[config.mk]
export PLATFORM = sky130hd
export DESIGN_NAME = matmul_sequencer
export DESIGN_NICKNAME = d
export VERILOG_FILES = /design/src/rtl/matmul_sequencer_pkg.sv /design/src/rtl/matmul_sequencer_skew_lane_gen.sv /design/src/rtl/matmul_sequencer.sv
export SDC_FILE = /design/constraint.sdc
export NUM_CORES = 1
export LEC_CHECK = 0
export BUFFER_PORTS_ARGS = -buffer_cell sky130_fd_sc_hd__buf_2
export CAP_MARGIN = 10
export CORE_UTILIZATION = 47
export CTS_CLUSTER_DIAMETER = 150
export DETAILED_ROUTE_END_ITERATION = 8
export HOLD_SLACK_MARGIN = 0.02
export PLACE_DENSITY = 0.79
export SYNTH_ARGS = -nofsm -noshare
export SYNTH_HDL_FRONTEND = slang
export SYNTH_SLANG_ARGS = --single-unit
[constraint.sdc]
create_clock -name clk -period 3.1 [get_ports clk]
set_clock_uncertainty 0.2 [all_clocks]
set_input_delay 0.775 -clock clk [delete_from_list [all_inputs] [get_ports clk]]
set_output_delay 0.775 -clock clk [all_outputs]
set_load 0.005 [all_outputs]
[src/rtl/matmul_sequencer_pkg.sv]
// Shared types and constants for the systolic-array matmul sequencer.
package matmul_sequencer_pkg;

  typedef enum logic [2:0] {
    ST_IDLE  = 3'd0,
    ST_CLEAR = 3'd1,
    ST_RUN   = 3'd2,
    ST_READ  = 3'd3,
    ST_DONE  = 3'd4
  } state_e;

  localparam int ARRAY_DIM_DEF = 4;
  localparam int IDX_W_DEF     = 2;

  // The last PE (N-1,N-1) sees its final operand pair 3N-3 cycles after the
  // first operand enters the array, so a pass needs 3N-2 compute cycles.
  function automatic int run_len(input int n);
    return 3 * n - 2;
  endfunction

  localparam int RUN_LEN_DEF = 3 * ARRAY_DIM_DEF - 2;

endpackage

[src/rtl/matmul_sequencer_skew_lane_gen.sv]
// Skew decode: turns the RUN cycle count t into per-lane read strobes and
// element indices. Lane k is live for t in [k, k+N-1] and reads element t-k.
module skew_lane_gen
  import matmul_sequencer_pkg::*;
#(
  parameter int ARRAY_DIM = ARRAY_DIM_DEF,
  parameter int IDX_W     = IDX_W_DEF,
  parameter int T_W       = 4
) (
  input  logic                       run_i,
  input  logic [T_W-1:0]             t_i,
  output logic [ARRAY_DIM-1:0]       lane_en_o,
  output logic [ARRAY_DIM*IDX_W-1:0] lane_elem_o
);

  // Per-lane window decode; everything stays zero outside RUN.
  always_comb begin
    lane_en_o   = '0;
    lane_elem_o = '0;
    for (int i = 0; i < ARRAY_DIM; i++) begin
      if (run_i && (int'(t_i) >= i) && (int'(t_i) < i + ARRAY_DIM)) begin
        lane_en_o[i]                  = 1'b1;
        lane_elem_o[i*IDX_W +: IDX_W] = IDX_W'(int'(t_i) - i);
      end
    end
  end

endmodule

[src/rtl/matmul_sequencer.sv]
// Matmul pass sequencer: clear accumulators, stream skewed operands through
// the systolic array, then walk the result selects row-major.
//
//   state    | meaning
//   ---------+----------------------------------------------------------
//   ST_IDLE  | waiting for start
//   ST_CLEAR | one cycle of array_clear
//   ST_RUN   | 3N-2 compute cycles, t counts 0..3N-3, skewed A/B reads
//   ST_READ  | present result (row,col); advance on result_ready
//   ST_DONE  | one-cycle done pulse, then back to idle
module matmul_sequencer
  import matmul_sequencer_pkg::*;
#(
  parameter int ARRAY_DIM = ARRAY_DIM_DEF,
  parameter int IDX_W     = IDX_W_DEF
) (
  input  logic                       clk,
  input  logic                       rst_n,
  input  logic                       start,
  input  logic                       abort,
  input  logic                       result_ready,
  output logic                       busy,
  output logic                       done,
  output logic                       array_clear,
  output logic                       array_compute_enable,
  output logic [ARRAY_DIM-1:0]       mema_read_enable,
  output logic [ARRAY_DIM*IDX_W-1:0] mema_read_elem,
  output logic [ARRAY_DIM-1:0]       memb_read_enable,
  output logic [ARRAY_DIM*IDX_W-1:0] memb_read_elem,
  output logic [IDX_W-1:0]           array_output_row,
  output logic [IDX_W-1:0]           array_output_column,
  output logic                       result_valid
);

  localparam int RUN_LEN = run_len(ARRAY_DIM);
  localparam int T_W     = $clog2(RUN_LEN);

  localparam logic [T_W-1:0]   T_LAST   = T_W'(RUN_LEN - 1);
  localparam logic [IDX_W-1:0] IDX_LAST = IDX_W'(ARRAY_DIM - 1);

  state_e           state_q, state_d;
  logic [T_W-1:0]   t_q, t_d;
  logic [IDX_W-1:0] row_q, row_d;
  logic [IDX_W-1:0] col_q, col_d;
  logic             run_active;

  // State and counter registers.
  always_ff @(posedge clk or negedge rst_n) begin
    if (!rst_n) begin
      state_q <= ST_IDLE;
      t_q     <= '0;
      row_q   <= '0;
      col_q   <= '0;
    end else begin
      state_q <= state_d;
      t_q     <= t_d;
      row_q   <= row_d;
      col_q   <= col_d;
    end
  end

  // Next-state and counter update; abort overrides everything at the end.
  always_comb begin
    state_d = state_q;
    t_d     = t_q;
    row_d   = row_q;
    col_d   = col_q;

    unique case (state_q)
      ST_IDLE: begin
        t_d   = '0;
        row_d = '0;
        col_d = '0;
        if (start) state_d = ST_CLEAR;
      end
      ST_CLEAR: begin
        t_d     = '0;
        state_d = ST_RUN;
      end
      ST_RUN: begin
        if (t_q == T_LAST) begin
          t_d     = '0;
          row_d   = '0;
          col_d   = '0;
          state_d = ST_READ;
        end else begin
          t_d = t_q + T_W'(1);
        end
      end
      ST_READ: begin
        if (result_ready) begin
          if (row_q == IDX_LAST && col_q == IDX_LAST) begin
            row_d   = '0;
            col_d   = '0;
            state_d = ST_DONE;
          end else if (col_q == IDX_LAST) begin
            col_d = '0;
            row_d = row_q + IDX_W'(1);
          end else begin
            col_d = col_q + IDX_W'(1);
          end
        end
      end
      ST_DONE: begin
        state_d = ST_IDLE;
      end
      default: begin
        state_d = ST_IDLE;
        t_d     = '0;
        row_d   = '0;
        col_d   = '0;
      end
    endcase

    if (abort) begin
      state_d = ST_IDLE;
      t_d     = '0;
      row_d   = '0;
      col_d   = '0;
    end
  end

  // Outputs decode from registered state only, so no input reaches an output
  // within the same cycle. Selects are already zero outside READ.
  assign busy                 = (state_q != ST_IDLE);
  assign done                 = (state_q == ST_DONE);
  assign array_clear          = (state_q == ST_CLEAR);
  assign array_compute_enable = (state_q == ST_RUN);
  assign result_valid         = (state_q == ST_READ);
  assign array_output_row     = row_q;
  assign array_output_column  = col_q;
  assign run_active           = (state_q == ST_RUN);

  skew_lane_gen #(
    .ARRAY_DIM(ARRAY_DIM),
    .IDX_W    (IDX_W),
    .T_W      (T_W)
  ) u_skew_a (
    .run_i      (run_active),
    .t_i        (t_q),
    .lane_en_o  (mema_read_enable),
    .lane_elem_o(mema_read_elem)
  );

  skew_lane_gen #(
    .ARRAY_DIM(ARRAY_DIM),
    .IDX_W    (IDX_W),
    .T_W      (T_W)
  ) u_skew_b (
    .run_i      (run_active),
    .t_i        (t_q),
    .lane_en_o  (memb_read_enable),
    .lane_elem_o(memb_read_elem)
  );

endmodule

# After elaboration in Yosys (flattened, before gate mapping)
# Index checks and enable logic that the tools add are counted.
[word_totals]
wordCells = 74
reg_bits = 11
[classes]
addsub = 6
n_lt_le_gt_ge = 7
n_reduce_logical = 15
n_mux = 28
eq_ne = 14
[ops]
columns = ["op", "count"]
rows = [
  ["$mux W2", 13],
  ["$lt A4 B3 Y1 const B", 4],
  ["$mux W3", 5],
  ["$pmux W2 S3", 2],
  ["$pmux W3 S4", 1],
  ["$ne A3 B3 Y1 const B", 3],
  ["$ge A4 B2 Y1 const B", 2],
  ["$logic_and A1 B1 Y1", 8],
  ["$mux W4", 2],
  ["$pmux W4 S2", 1],
  ["$reduce_and A4 Y1", 2],
  ["$eq A3 B2 Y1 const B", 2],
  ["$add A2 B1 Y2 const B", 2],
  ["$add A4 B1 Y4 const B", 1],
  ["$eq A2 B2 Y1 const B", 2],
  ["$eq A4 B4 Y1 const B", 1],
  ["$ge A4 B1 Y1 const B", 1],
  ["$mux W1", 4],
  ["$ne A2 B1 Y1 const B", 2],
  ["$ne A4 B2 Y1 const B", 1],
  ["$reduce_or A2 Y1", 2],
  ["$sub A2 B2 Y2 const B", 2],
  ["$eq A3 B1 Y1 const B", 1],
  ["$eq A3 B3 Y1 const B", 1],
  ["5 further kinds", 5],
]

# Longest topological paths before layout
[logic_depth]
ltp_word = 6
depth_mapped = 6
mapped_depth_nobuf = 6

# By module
# Synthesis repeated with hierarchy kept, for this count alone.
[hier_totals]
cells_unflattened = 119
hier_area_um2 = 1078.5
[by_module_without_submodules]
columns = ["module", "cells_per_inst", "area_per_inst_um2", "n_inst"]
rows = [
  ["matmul_sequencer", 71, 690.7, 1],
  ["skew_lane_gen", 24, 193.9, 2],
]

# Worst setup path before layout
# OpenSTA, ideal clock, no wires.
[synth_path]
path_type = "reg2out"
start = "register state_q[2]"
end = "output memb_read_elem[4]"
stages_incl_launch_ff = 7
arrival_ps = 1708
n_path_buf = 3
path_slack_ps = 417
required_ps = 2125
path_cell_list = "dfrtp_1 -> buf_2 -> or3_1 -> clkbuf_1 -> a211oi_1 -> and2_1 -> buf_4"
[synth_via]
elab_chain_len = 4
[synth_lines]
columns = ["item", "line_no", "source"]
rows = [
  ["from (decl)", "matmul_sequencer.sv:41", "state_e state_q, state_d;"],
  ["from (signal assigned)", "matmul_sequencer.sv:55", "state_q <= state_d;"],
  ["$eq A3 B2 Y1", "matmul_sequencer.sv:132", "assign run_active = (state_q == ST_RUN);"],
  ["$logic_and A1 B1 Y1 (2 in series)", "-", ""],
  ["$mux W2", "-", ""],
  ["to (decl)", "matmul_sequencer.sv:29", "output logic [ARRAY_DIM*IDX_W-1:0] memb_read_elem,"],
]
# Every way passes these cells.

# Final worst setup path
[layout_path]
start = "register state_q[0]"
end = "output memb_read_elem[4]"
[layout_via]
elab_chain_len = 4
[layout_lines]
columns = ["item", "line_no", "source"]
rows = [
  ["$eq A3 B2 Y1", "matmul_sequencer.sv:132", ""],
  ["$logic_and A1 B1 Y1 (2 in series)", "matmul_sequencer_skew_lane_gen.sv:21", "if (run_i && (int'(t_i) >= i) && (int'(t_i) < i + ARRAY_DIM)) begin"],
  ["$mux W2", "matmul_sequencer_skew_lane_gen.sv:21", ""],
]
# Every way passes these cells.

==> flow_summary.toml <==
[run_status]
outcome = "complete, no violations"

[drt]
first_pass_iters = 4
detail-route-antenna-nets = 0
routed_via_density = 5.17
remaining_drc_errors = 0
drtIter0Drc = 18
detail_route.wl_per_cell_um = 11.5
via_count = 822
routed_wl_mm = 1.83

[timing]
rsz0062_at_grt = "no"
finalCritPeriodShare_pct = 93.2
clock.fmax_mhz = 346
slew_viol_final = 0
finalCriticalPeriod_ns = 2.89
tightest_slew_ns = 0.499
relSlewSlack_pct = 66.6
report.final.hold_viol_count = 0
setup_viol = 0
finalSetupTns_ns = 0

[yosys]
synth_ff_type = "dfrtp_1"
synth_top_area_cell = "dfrtp_1"
synth_top_area_share_pct = 30.3
ys_seq_area_share_pct = 30.3
synthTopCellsByArea = "dfrtp_1, buf_4, ha_1"
yosysUniqueCellTypes = 39
syn-cell-area_sq_um = 908
synthCells = 109
async_reset_ff_share_pct = 100
synth_enable_flop_cells = 0
synth_seq_cells = 11
synth_nets = 120
syn_area_per_cell_sq_um = 8.33
yosys_warnings = 0

[worst_setup_path]
path_max_fanout = 12
crit_path_start_kind = "flop"
reg2reg_from = "state_q[2]$_DFFE_PN0P_"
endpoint_kind = "primary output"
ff2ff_path_depth = 5
worstSetupPathType = "flop to primary output"
critPathRequiredTime_ns = 2.12
critPathLaunch = "state_q[0]$_DFFE_PN0P_"
arrival_ns = 1.92

[floorplanning]
rows = 15
die_h_um = 46.0
die-width_um = 46.0
ios = 38
core_sq_um = 1760
dieArea_sq_um = 2110
initial_utilization_pct = 51.5

[finish]
regArea_sq_um = 275
fillCellCount = 179
diodes = 0
final_nets = 146
layout_commonest_cell = "buf_2"
utilization_pct = 59.7
most-common-layout-cells = "buf_2, nor2_1, dfrtp_1, nor3_1, inv_1"
multi_input_area_sq_um = 502
synthToLayoutAreaGrowth_pct = 16.0
drive_gt1_share_pct = 35.8

[cts]
clkLatencyLatePin_ns = 0.27
numCtsBuffers = 3
cts_tree = "yes"
clk_path_buf_depth = 2
htree_levels = 1
cts_root_buf = "clkbuf_4"
clk_pin_slew_ns = 0.07
cts.sinks = 11

[pwr]
leakagePower_nw = 0.592
ir_drop_mv = 0.262
p_per_area_nw_per_um2 = 284
finalPower_mw = 0.299

[placed_design]
numPortBuffers = 37
gp_congestion = 0.828
hpwl_mm = 1.43

[global_route]
grt_overflow_total = 0
grt_max_degree = 14
antenna_found_initial = 0
grt_pass1_vias = 692
grt_pass1_wl_mm = 2.87
grt_util_all_layers_pct = 18.8

[job]
drv_cap = 0

[min_path]
hp-class = "input port to async pin"
## state kept, by name, indices dropped and copies added (netlist names)
register / count
t_q: 4
state_q: 3
array_output_row: 2
array_output_column: 2
## power by group
group	switching (mW)	internal, mW
Sequential	0.00763	0.146
Clock	0.0487	0.0498
Combinational	0.0250	0.0213
## critical path: stages (launching register included)
cell and delay, ns:
dfrtp_1 0.50, nand2b_1 0.21, or3_4 0.39, a211oi_2 0.26, and2_1 0.17, buf_2 0.11
## cell type report
class                   instances  area share (%)
flip-flops and latches         11            26.1
multi-input cells              74            47.6
inverters                       7            2.49
clock buffers                   4            2.49
repair buffers                 38            18.3
well taps                      25            2.97
## what timing repair did
| item | CTS | global route |
|---|---|---|
| hold buffers | 0 | 0 |
| setup endpoints to repair | 0 | 2 |
| setup buffers | 0 | 0 |
| resized for setup | 0 | 2 |
## path summary, 6_finish.rpt
check	to	slack [ns]
max in group asynchronous	array_output_column[1]$_DFFE_PN0P_	2.33
setup / recovery	memb_read_elem[4]	0.21
setup reg to reg	array_output_column[0]$_DFFE_PN0P_	1.03
hold / removal	array_output_row[0]$_DFFE_PN0P_	0.16
hold reg to reg	t_q[3]$_DFFE_PN0P_	0.33
min in group clk	t_q[3]$_DFFE_PN0P_	0.33
## cell families after synthesis
family / synth area share, %
XOR/XNOR: 1.93
multiplexers: 3.58
AO/OA/AOI/OAI: 12.4
flip-flops: 30.3
AND/OR/NAND/NOR: 28.0
adder cells (fa/ha/maj): 8.26
buffers and inverters: 15.6
## synthesized netlist by cell type, types with 2 or more instances
cell      instances
dfrtp_1          11
inv_1             7
o21bai_1          2
clkbuf_1          2
nor2_1           13
buf_4            13
nand2_1           6
buf_2             2
ha_1              6
or3_1             2
nor3_1            9
o21ai_0           5
xnor2_1           2
nand2b_1          3
a211oi_1          2
## metal layers
metal | track usage [%] | wire length, um
met5 | 0 | 0
met4 | 10.0 | 27
met3 | 1.59 | 82
met2 | 33.5 | 923
met1 | 21.9 | 799
## per-stage QoR
step           cell area [sq um]  std cells  setup slack (ns)  hold WS (ns)
6_report                    1050        159             0.210         0.165
5_1_grt                     1050        159            0.0994         0.176
4_1_cts                     1040        159            0.0288         0.165
3_5_place_dp                1020        155             0.330         0.310
3_3_place_gp                1020        155             0.425         0.302
2_1_floorplan                908        109             0.417         0.279
Power figures use the tool's default switching activity.
